===== src/rtl/vec_seq_ctrl_if.sv =====
// Purpose: bundles the decoder issue handshake, memory handshake and datapath controls of the vector sequencer.
// Latency: wires only, no state.
// Backpressure: issue_valid is held by the decoder until done/err; mem_req is held by the sequencer until mem_ack.
//
// Signals (master = decoder/memory side, slave = sequencer):
//   issue_valid/issue_ready  instruction handshake
//   dec_reg_write, dec_mem_read, dec_mem_write, dec_alu_op, vl  decoded instruction fields
//   mem_ack                  memory completes current element
//   alu_op, elem_idx, elem_valid, wb_en  datapath controls
//   mem_req, mem_we          memory request and store qualifier
//   stall, done, err         fetch hold, retire pulse, timeout-abort pulse
interface vec_seq_ctrl_if #(
    parameter int IDX_W = 3
);
    logic             issue_valid;
    logic             issue_ready;
    logic             dec_reg_write;
    logic             dec_mem_read;
    logic             dec_mem_write;
    logic [2:0]       dec_alu_op;
    logic [IDX_W:0]   vl;
    logic             mem_ack;
    logic [2:0]       alu_op;
    logic [IDX_W-1:0] elem_idx;
    logic             elem_valid;
    logic             wb_en;
    logic             mem_req;
    logic             mem_we;
    logic             stall;
    logic             done;
    logic             err;

    modport master (
        output issue_valid, dec_reg_write, dec_mem_read, dec_mem_write, dec_alu_op, vl, mem_ack,
        input  issue_ready, alu_op, elem_idx, elem_valid, wb_en, mem_req, mem_we, stall, done, err
    );

    modport slave (
        input  issue_valid, dec_reg_write, dec_mem_read, dec_mem_write, dec_alu_op, vl, mem_ack,
        output issue_ready, alu_op, elem_idx, elem_valid, wb_en, mem_req, mem_we, stall, done, err
    );
endinterface


===== src/rtl/vec_seq_ctrl.sv =====
// Purpose: steps one decoded vector instruction element by element, driving index, write-back and memory handshake.
// Latency: vl_eff+2 cycles issue-to-done for ALU ops and zero-wait memory ops; 2 cycles for vl=0.
// Backpressure: issue_ready only in IDLE; each memory element waits for mem_ack, aborting after TIMEOUT unacked cycles.
//
// Ports: clk, rst_n (async active-low) plus the slave side of vec_seq_ctrl_if (issue handshake,
// decoded fields, mem_ack in; alu_op, elem_idx, elem_valid, wb_en, mem_req, mem_we, stall, done, err out).
module vec_seq_ctrl #(
    parameter int VLEN    = 8,
    parameter int IDX_W   = 3,
    parameter int TIMEOUT = 15
) (
    input  logic          clk,
    input  logic          rst_n,
    vec_seq_ctrl_if.slave bus
);

    typedef enum logic [2:0] {
        S_IDLE = 3'd0,
        S_ALU  = 3'd1,
        S_MEM  = 3'd2,
        S_DONE = 3'd3,
        S_ERR  = 3'd4
    } state_t;

    localparam int             CNT_W     = $clog2(TIMEOUT + 1);
    localparam logic [CNT_W-1:0] WAIT_LAST = CNT_W'(TIMEOUT - 1);
    localparam logic [IDX_W:0] VLEN_V    = (IDX_W + 1)'(VLEN);
    localparam logic [IDX_W:0] ONE_V     = (IDX_W + 1)'(1);

    state_t           state_q, state_d;
    logic [IDX_W-1:0] idx_q, idx_d;
    logic [IDX_W:0]   vl_q, vl_d;
    logic             reg_write_q, reg_write_d;
    logic             mem_read_q, mem_read_d;
    logic             mem_write_q, mem_write_d;
    logic [2:0]       alu_op_q, alu_op_d;
    logic [CNT_W-1:0] wait_q, wait_d;

    logic [IDX_W:0]   vl_eff;
    logic             last_elem;

    always_comb begin
        vl_eff    = (bus.vl > VLEN_V) ? VLEN_V : bus.vl;
        last_elem = ({1'b0, idx_q} == (vl_q - ONE_V));
    end

    always_ff @(posedge clk or negedge rst_n) begin
        if (!rst_n) begin
            state_q     <= S_IDLE;
            idx_q       <= '0;
            vl_q        <= '0;
            reg_write_q <= 1'b0;
            mem_read_q  <= 1'b0;
            mem_write_q <= 1'b0;
            alu_op_q    <= '0;
            wait_q      <= '0;
        end else begin
            state_q     <= state_d;
            idx_q       <= idx_d;
            vl_q        <= vl_d;
            reg_write_q <= reg_write_d;
            mem_read_q  <= mem_read_d;
            mem_write_q <= mem_write_d;
            alu_op_q    <= alu_op_d;
            wait_q      <= wait_d;
        end
    end

    always_comb begin
        state_d     = state_q;
        idx_d       = idx_q;
        vl_d        = vl_q;
        reg_write_d = reg_write_q;
        mem_read_d  = mem_read_q;
        mem_write_d = mem_write_q;
        alu_op_d    = alu_op_q;
        wait_d      = wait_q;

        case (state_q)
            S_IDLE: begin
                if (bus.issue_valid) begin
                    reg_write_d = bus.dec_reg_write;
                    // A load+store encoding behaves as a store: the read flag is
                    // masked here so wb_en can never fire for it.
                    mem_read_d  = bus.dec_mem_read & ~bus.dec_mem_write;
                    mem_write_d = bus.dec_mem_write;
                    alu_op_d    = bus.dec_alu_op;
                    vl_d        = vl_eff;
                    idx_d       = '0;
                    wait_d      = '0;
                    if (vl_eff == '0) begin
                        state_d = S_DONE;
                    end else if (bus.dec_mem_read || bus.dec_mem_write) begin
                        state_d = S_MEM;
                    end else begin
                        state_d = S_ALU;
                    end
                end
            end
            S_ALU: begin
                if (last_elem) begin
                    state_d = S_DONE;
                end else begin
                    idx_d = idx_q + IDX_W'(1);
                end
            end
            S_MEM: begin
                // An ack on the final wait cycle takes priority over the abort.
                if (bus.mem_ack) begin
                    wait_d = '0;
                    if (last_elem) begin
                        state_d = S_DONE;
                    end else begin
                        idx_d = idx_q + IDX_W'(1);
                    end
                end else if (wait_q == WAIT_LAST) begin
                    state_d = S_ERR;
                end else begin
                    wait_d = wait_q + CNT_W'(1);
                end
            end
            S_DONE:  state_d = S_IDLE;
            S_ERR:   state_d = S_IDLE;
            default: state_d = S_IDLE;
        endcase
    end

    // Outputs decode straight from the state register so an async reset
    // clears them (and drops mem_req) without waiting for a clock edge.
    assign bus.issue_ready = (state_q == S_IDLE);
    assign bus.elem_valid  = (state_q == S_ALU) || (state_q == S_MEM);
    assign bus.mem_req     = (state_q == S_MEM);
    assign bus.mem_we      = (state_q == S_MEM) && mem_write_q;
    assign bus.wb_en       = ((state_q == S_ALU) && reg_write_q) ||
                             ((state_q == S_MEM) && bus.mem_ack && mem_read_q);
    assign bus.stall       = ((state_q == S_IDLE) && bus.issue_valid) ||
                             (state_q == S_ALU) || (state_q == S_MEM);
    assign bus.done        = (state_q == S_DONE);
    assign bus.err         = (state_q == S_ERR);
    assign bus.alu_op      = alu_op_q;
    assign bus.elem_idx    = idx_q;

endmodule


===== src/flat_wrapper.sv =====
// flat-port wrapper written by rule: the top's interface ports become plain ports
module vec_seq_ctrl_flat 
#(
    parameter int VLEN    = 8,
    parameter int IDX_W   = 3,
    parameter int TIMEOUT = 15
)
  (clk, rst_n, bus_issue_valid, bus_dec_reg_write, bus_dec_mem_read, bus_dec_mem_write, bus_dec_alu_op, bus_vl, bus_mem_ack, bus_issue_ready, bus_alu_op, bus_elem_idx, bus_elem_valid, bus_wb_en, bus_mem_req, bus_mem_we, bus_stall, bus_done, bus_err);
  vec_seq_ctrl_if #(.IDX_W(IDX_W)) bus_i ();
  input  logic clk;
  input  logic rst_n;
  input wire logic [$bits(bus_i.issue_valid)-1:0] bus_issue_valid;
  input wire logic [$bits(bus_i.dec_reg_write)-1:0] bus_dec_reg_write;
  input wire logic [$bits(bus_i.dec_mem_read)-1:0] bus_dec_mem_read;
  input wire logic [$bits(bus_i.dec_mem_write)-1:0] bus_dec_mem_write;
  input wire logic [$bits(bus_i.dec_alu_op)-1:0] bus_dec_alu_op;
  input wire logic [$bits(bus_i.vl)-1:0] bus_vl;
  input wire logic [$bits(bus_i.mem_ack)-1:0] bus_mem_ack;
  output wire logic [$bits(bus_i.issue_ready)-1:0] bus_issue_ready;
  output wire logic [$bits(bus_i.alu_op)-1:0] bus_alu_op;
  output wire logic [$bits(bus_i.elem_idx)-1:0] bus_elem_idx;
  output wire logic [$bits(bus_i.elem_valid)-1:0] bus_elem_valid;
  output wire logic [$bits(bus_i.wb_en)-1:0] bus_wb_en;
  output wire logic [$bits(bus_i.mem_req)-1:0] bus_mem_req;
  output wire logic [$bits(bus_i.mem_we)-1:0] bus_mem_we;
  output wire logic [$bits(bus_i.stall)-1:0] bus_stall;
  output wire logic [$bits(bus_i.done)-1:0] bus_done;
  output wire logic [$bits(bus_i.err)-1:0] bus_err;
  assign bus_i.issue_valid = bus_issue_valid;
  assign bus_i.dec_reg_write = bus_dec_reg_write;
  assign bus_i.dec_mem_read = bus_dec_mem_read;
  assign bus_i.dec_mem_write = bus_dec_mem_write;
  assign bus_i.dec_alu_op = bus_dec_alu_op;
  assign bus_i.vl = bus_vl;
  assign bus_i.mem_ack = bus_mem_ack;
  assign bus_issue_ready = bus_i.issue_ready;
  assign bus_alu_op = bus_i.alu_op;
  assign bus_elem_idx = bus_i.elem_idx;
  assign bus_elem_valid = bus_i.elem_valid;
  assign bus_wb_en = bus_i.wb_en;
  assign bus_mem_req = bus_i.mem_req;
  assign bus_mem_we = bus_i.mem_we;
  assign bus_stall = bus_i.stall;
  assign bus_done = bus_i.done;
  assign bus_err = bus_i.err;
  vec_seq_ctrl #(.VLEN(VLEN), .IDX_W(IDX_W), .TIMEOUT(TIMEOUT)) u_core (.clk(clk), .rst_n(rst_n), .bus(bus_i));
endmodule

===== config.mk =====
export PLATFORM = sky130hd
export DESIGN_NAME = vec_seq_ctrl_flat
export DESIGN_NICKNAME = d
export VERILOG_FILES = /design/src/rtl/vec_seq_ctrl_if.sv /design/src/rtl/vec_seq_ctrl.sv /design/src/flat_wrapper.sv
export SDC_FILE = /design/constraint.sdc
export NUM_CORES = 1
export LEC_CHECK = 0
export CAP_MARGIN = 10
export CORE_AREA = 2 2 53 55
export DETAILED_ROUTE_END_ITERATION = 8
export DIE_AREA = 0 0 55 57
export PLACE_DENSITY_LB_ADDON = 0.08
export RECOVER_POWER = 50
export SLEW_MARGIN = 20
export SYNTH_ARGS = -nofsm -noshare
export SYNTH_HDL_FRONTEND = slang
export SYNTH_SLANG_ARGS = --single-unit

===== constraint.sdc =====
create_clock -name clk -period 2.4 [get_ports clk]
set_input_delay 0.36 -clock clk [delete_from_list [all_inputs] [get_ports clk]]
set_output_delay 0.36 -clock clk [all_outputs]
set_load 0.02 [all_outputs]

==> summary.md <==
| Metric | Value |
|---|---|
| Core area | 0.00262 mm² |
| Initial antenna violation count | 0 |
| Starting density of the core | 44.4% |
| Vias in the first global route | 949 |
| CTS sink cnt | 20 |
| Lkg Pwr | 0.645 nW |
| Top cell type by total area after synthesis | dfrtp_1 |
| Num ports | 28 |
| Area Overhead vs Synth | 30.4% |
| Synth Register Bits | 20 |
| Cell area after placement | 0.00150 mm² |
| Routed Wire Length | 2430 µm |
| Synthesized Nets | 137 |
| CP Launch Type | register |
| Hold worst-path end | u_core.mem_read_q |
| Place WS | 0.152 ns |
| H-tree levels | 1 |
| TNS Setup | 0 ns |
| Peak supply drop | 0.685 mV |
| Finish-stage setup viols | 0 |
| Worst r2r src | u_core.vl_q[0] |
| Top cell type's share of synthesized area | 43.1% |
| Max-slew headroom | 26.7% |
| Std-Cell Rows | 19 |
| Worst clock skew | 0.00304 ns |
| Diode count | 0 |
| Syn. warnings | 0 |
| Minimum clock period | 2.27 ns |
| Post-CTS Setup Bufs | 0 |
| Yosys cell types | 36 |
| Endpoint class of the critical path | output port |
| Crit Path Category | register to output port |
| Most common cell after layout, fill and taps aside | clkdlybuf4s50_1 |
| Min-delay worst type | register to register |
| Port bufs | 27 |
| CTS Buf Count | 3 |
| Resize count post-CTS | 0 |
| Routed wire per std cell | 13.3 µm |
| Root Driver | clkbuf_4 |
| Fin crit share | 94.8% |
| Max cap viols | 0 |
| Design area | 0.00151 mm² |
| DR iter-0 viols | 18 |
| PwrDens | 1190 mW/mm² |
| GRT Overall Usage | 17.6% |
| Nets@finish | 171 |
| Fmax | 440 MHz |
| Min-delay src | u_core.mem_read_q |
| Deepest clock path buffer count | 2 |
| Placed cells | 179 |
| Post-route setup slack | 0.125 ns |
| CP arrival | 1.91 ns |
| Drt pass-1 iters | 4 |
| Congestion Overflow GR | 0 |
| Flop2flop setup slack | 0.16 ns |
| R2R depth | 7 |
| RSZ-0062 raised after global routing | false |
| Final routed DRC violation total | 0 |
| First-pass GRT wire length | 4070 µm |
| Worst r2r dst | u_core.bus.elem_idx[0] |
| Mapped cell area | 0.00116 mm² |
| Area contributors post-synth | dfrtp_1, mux2_2, ha_1, o21ai_0, nand2b_1 |
| Reg clk slew, reported paths | 0.11 ns |
| Seq/Total Area, Yosys | 43.1% |
| Die height | 57 µm |
| Status | finished, final reports clean |
| TritonCTS clock tree | done |
| Worst skew pair latency | 0.30 ns |
| Final Hold Fails | 0 |
| Die width | 55 µm |
| DP Wirelength | 1860 µm |
| Via count | 993 |
| Final ANT Viol Nets | 0 |
| Non-Filler Instances | 182 |
| GPL Wtd Cong | 0.770 |
| DR vias/cell | 5.46 |
| Syn Inst Count | 119 |
| Commonest cells after routing, fill and taps aside | clkdlybuf4s50_1, dfrtp_1, nand2_1 |
| Worst hold path depth | 2 |
| Fillers | 243 |
| Die Area | 0.00314 mm² |
| Crit-path max FO | 10 |
| Largest net degree at the start of global routing | 21 |
| Slew @ Worst Pin | 1.10 ns |
| Pins Over Slew Limit | 0 |
| Post-CTS Hold Buffers | 0 |
| Mapped Avg Cell Area | 9.76 µm² |
| WP data required | 2.04 ns |
| Share of layout cells above drive strength 1 | 14.6% |
[critical path: stages, from the launching register on]
cell	delay (ns)
dfrtp_2	0.50
nand2b_1	0.17
a21o_1	0.21
inv_1	0.12
clkdlybuf4s50_1	0.62
[Yosys cell counts]
| master | n |
|---|---|
| nand3b_1 | 2 |
| and3_1 | 3 |
| o211ai_1 | 1 |
| clkbuf_1 | 3 |
| dfrtp_1 | 20 |
| a31o_2 | 1 |
| nand2b_1 | 7 |
| or2_2 | 2 |
| nor3b_1 | 1 |
| a21o_1 | 1 |
| xor2_1 | 2 |
| nor2_2 | 1 |
| nand4b_1 | 1 |
| a311oi_4 | 1 |
| o21ai_0 | 9 |
| and3b_1 | 1 |
| inv_1 | 6 |
| a21o_2 | 1 |
| o2111ai_1 | 1 |
| a32oi_1 | 1 |
| nor3_1 | 5 |
| nor4_1 | 1 |
| ha_1 | 4 |
| nor2_1 | 7 |
| nand3_1 | 4 |
| xnor2_1 | 3 |
| o221ai_1 | 1 |
| or4bb_1 | 1 |
| nand2_1 | 10 |
| o31ai_1 | 2 |
| or4_1 | 2 |
| or3_1 | 1 |
| mux2_2 | 7 |
| mux2i_1 | 1 |
| a22o_2 | 1 |
| a21oi_1 | 4 |
[report_power, final]
group | switching (mW) | internal (mW) | leakage [nW]
clock | 0.102 | 0.0585 | 0.0138
combinational | 0.519 | 0.512 | 0.378
sequential | 0.138 | 0.472 | 0.253
[how the worst max path moves through the flow]
stage | startpoint | end | slack (ns) | cells past startpoint
after floorplan | u_core.vl_q[0] | u_core.bus.elem_idx[0] | 0.27 | 7
after global placement | u_core.vl_q[0] | u_core.bus.elem_idx[0] | 0.23 | 7
after detailed placement | u_core.vl_q[0] | u_core.bus.elem_idx[1] | 0.15 | 7
after CTS | u_core.state_q[0] | bus_elem_valid | 0.06 | 4
after global routing | u_core.vl_q[0] | u_core.bus.elem_idx[0] | 0.009 | 7
final | u_core.state_q[1] | bus_elem_valid | 0.13 | 4
[area by class of cell]
cell class              count  area (µm²)  area share [%]
repair buffers             32         300            19.8
well taps                  31        38.8            2.56
multi-input cells          90         627            41.4
inverters                   6        22.5            1.49
clock buffers               3        22.5            1.49
flip-flops and latches     20         503            33.2
[per-stage QoR]
stage               hold slack [ns]  total power, mW  utilization (%)
floorplan                    0.0644             1.27                -
global placement              0.476             1.63             57.2
detailed placement            0.486             1.67             57.2
CTS                           0.392             1.83             58.1
global route                  0.546             1.97             57.9
finish                        0.502             1.80             57.9
[registers in the layout, indices dropped and copies added (netlist names)]
name	count
u_core.bus.alu_op	3
u_core.bus.elem_idx	3
u_core.mem_read_q	1
u_core.mem_write_q	1
u_core.reg_write_q	1
u_core.state_q	3
u_core.vl_q	4
u_core.wait_q	4
[metal layers]
metal  vias up  routed length, µm  track usage [%]
li1        496                  -                -
met1       473               1130             24.4
met2        19               1160             27.4
met3         5                103             3.93
met4         0                 35             5.23
met5         -                  0                0
[logic make-up after synthesis]
kind of cell | share of synthesized area [%]
adders and majority gates | 4.31
DFF | 43.1
and+or+nand+nor | 23.2
AOI/OAI and AO/OA | 15.1
muxes | 7.65
xor gates and xnor gates | 3.77
buffers and inverters | 2.91
No activity file was read; power rests on OpenSTA's default activity.
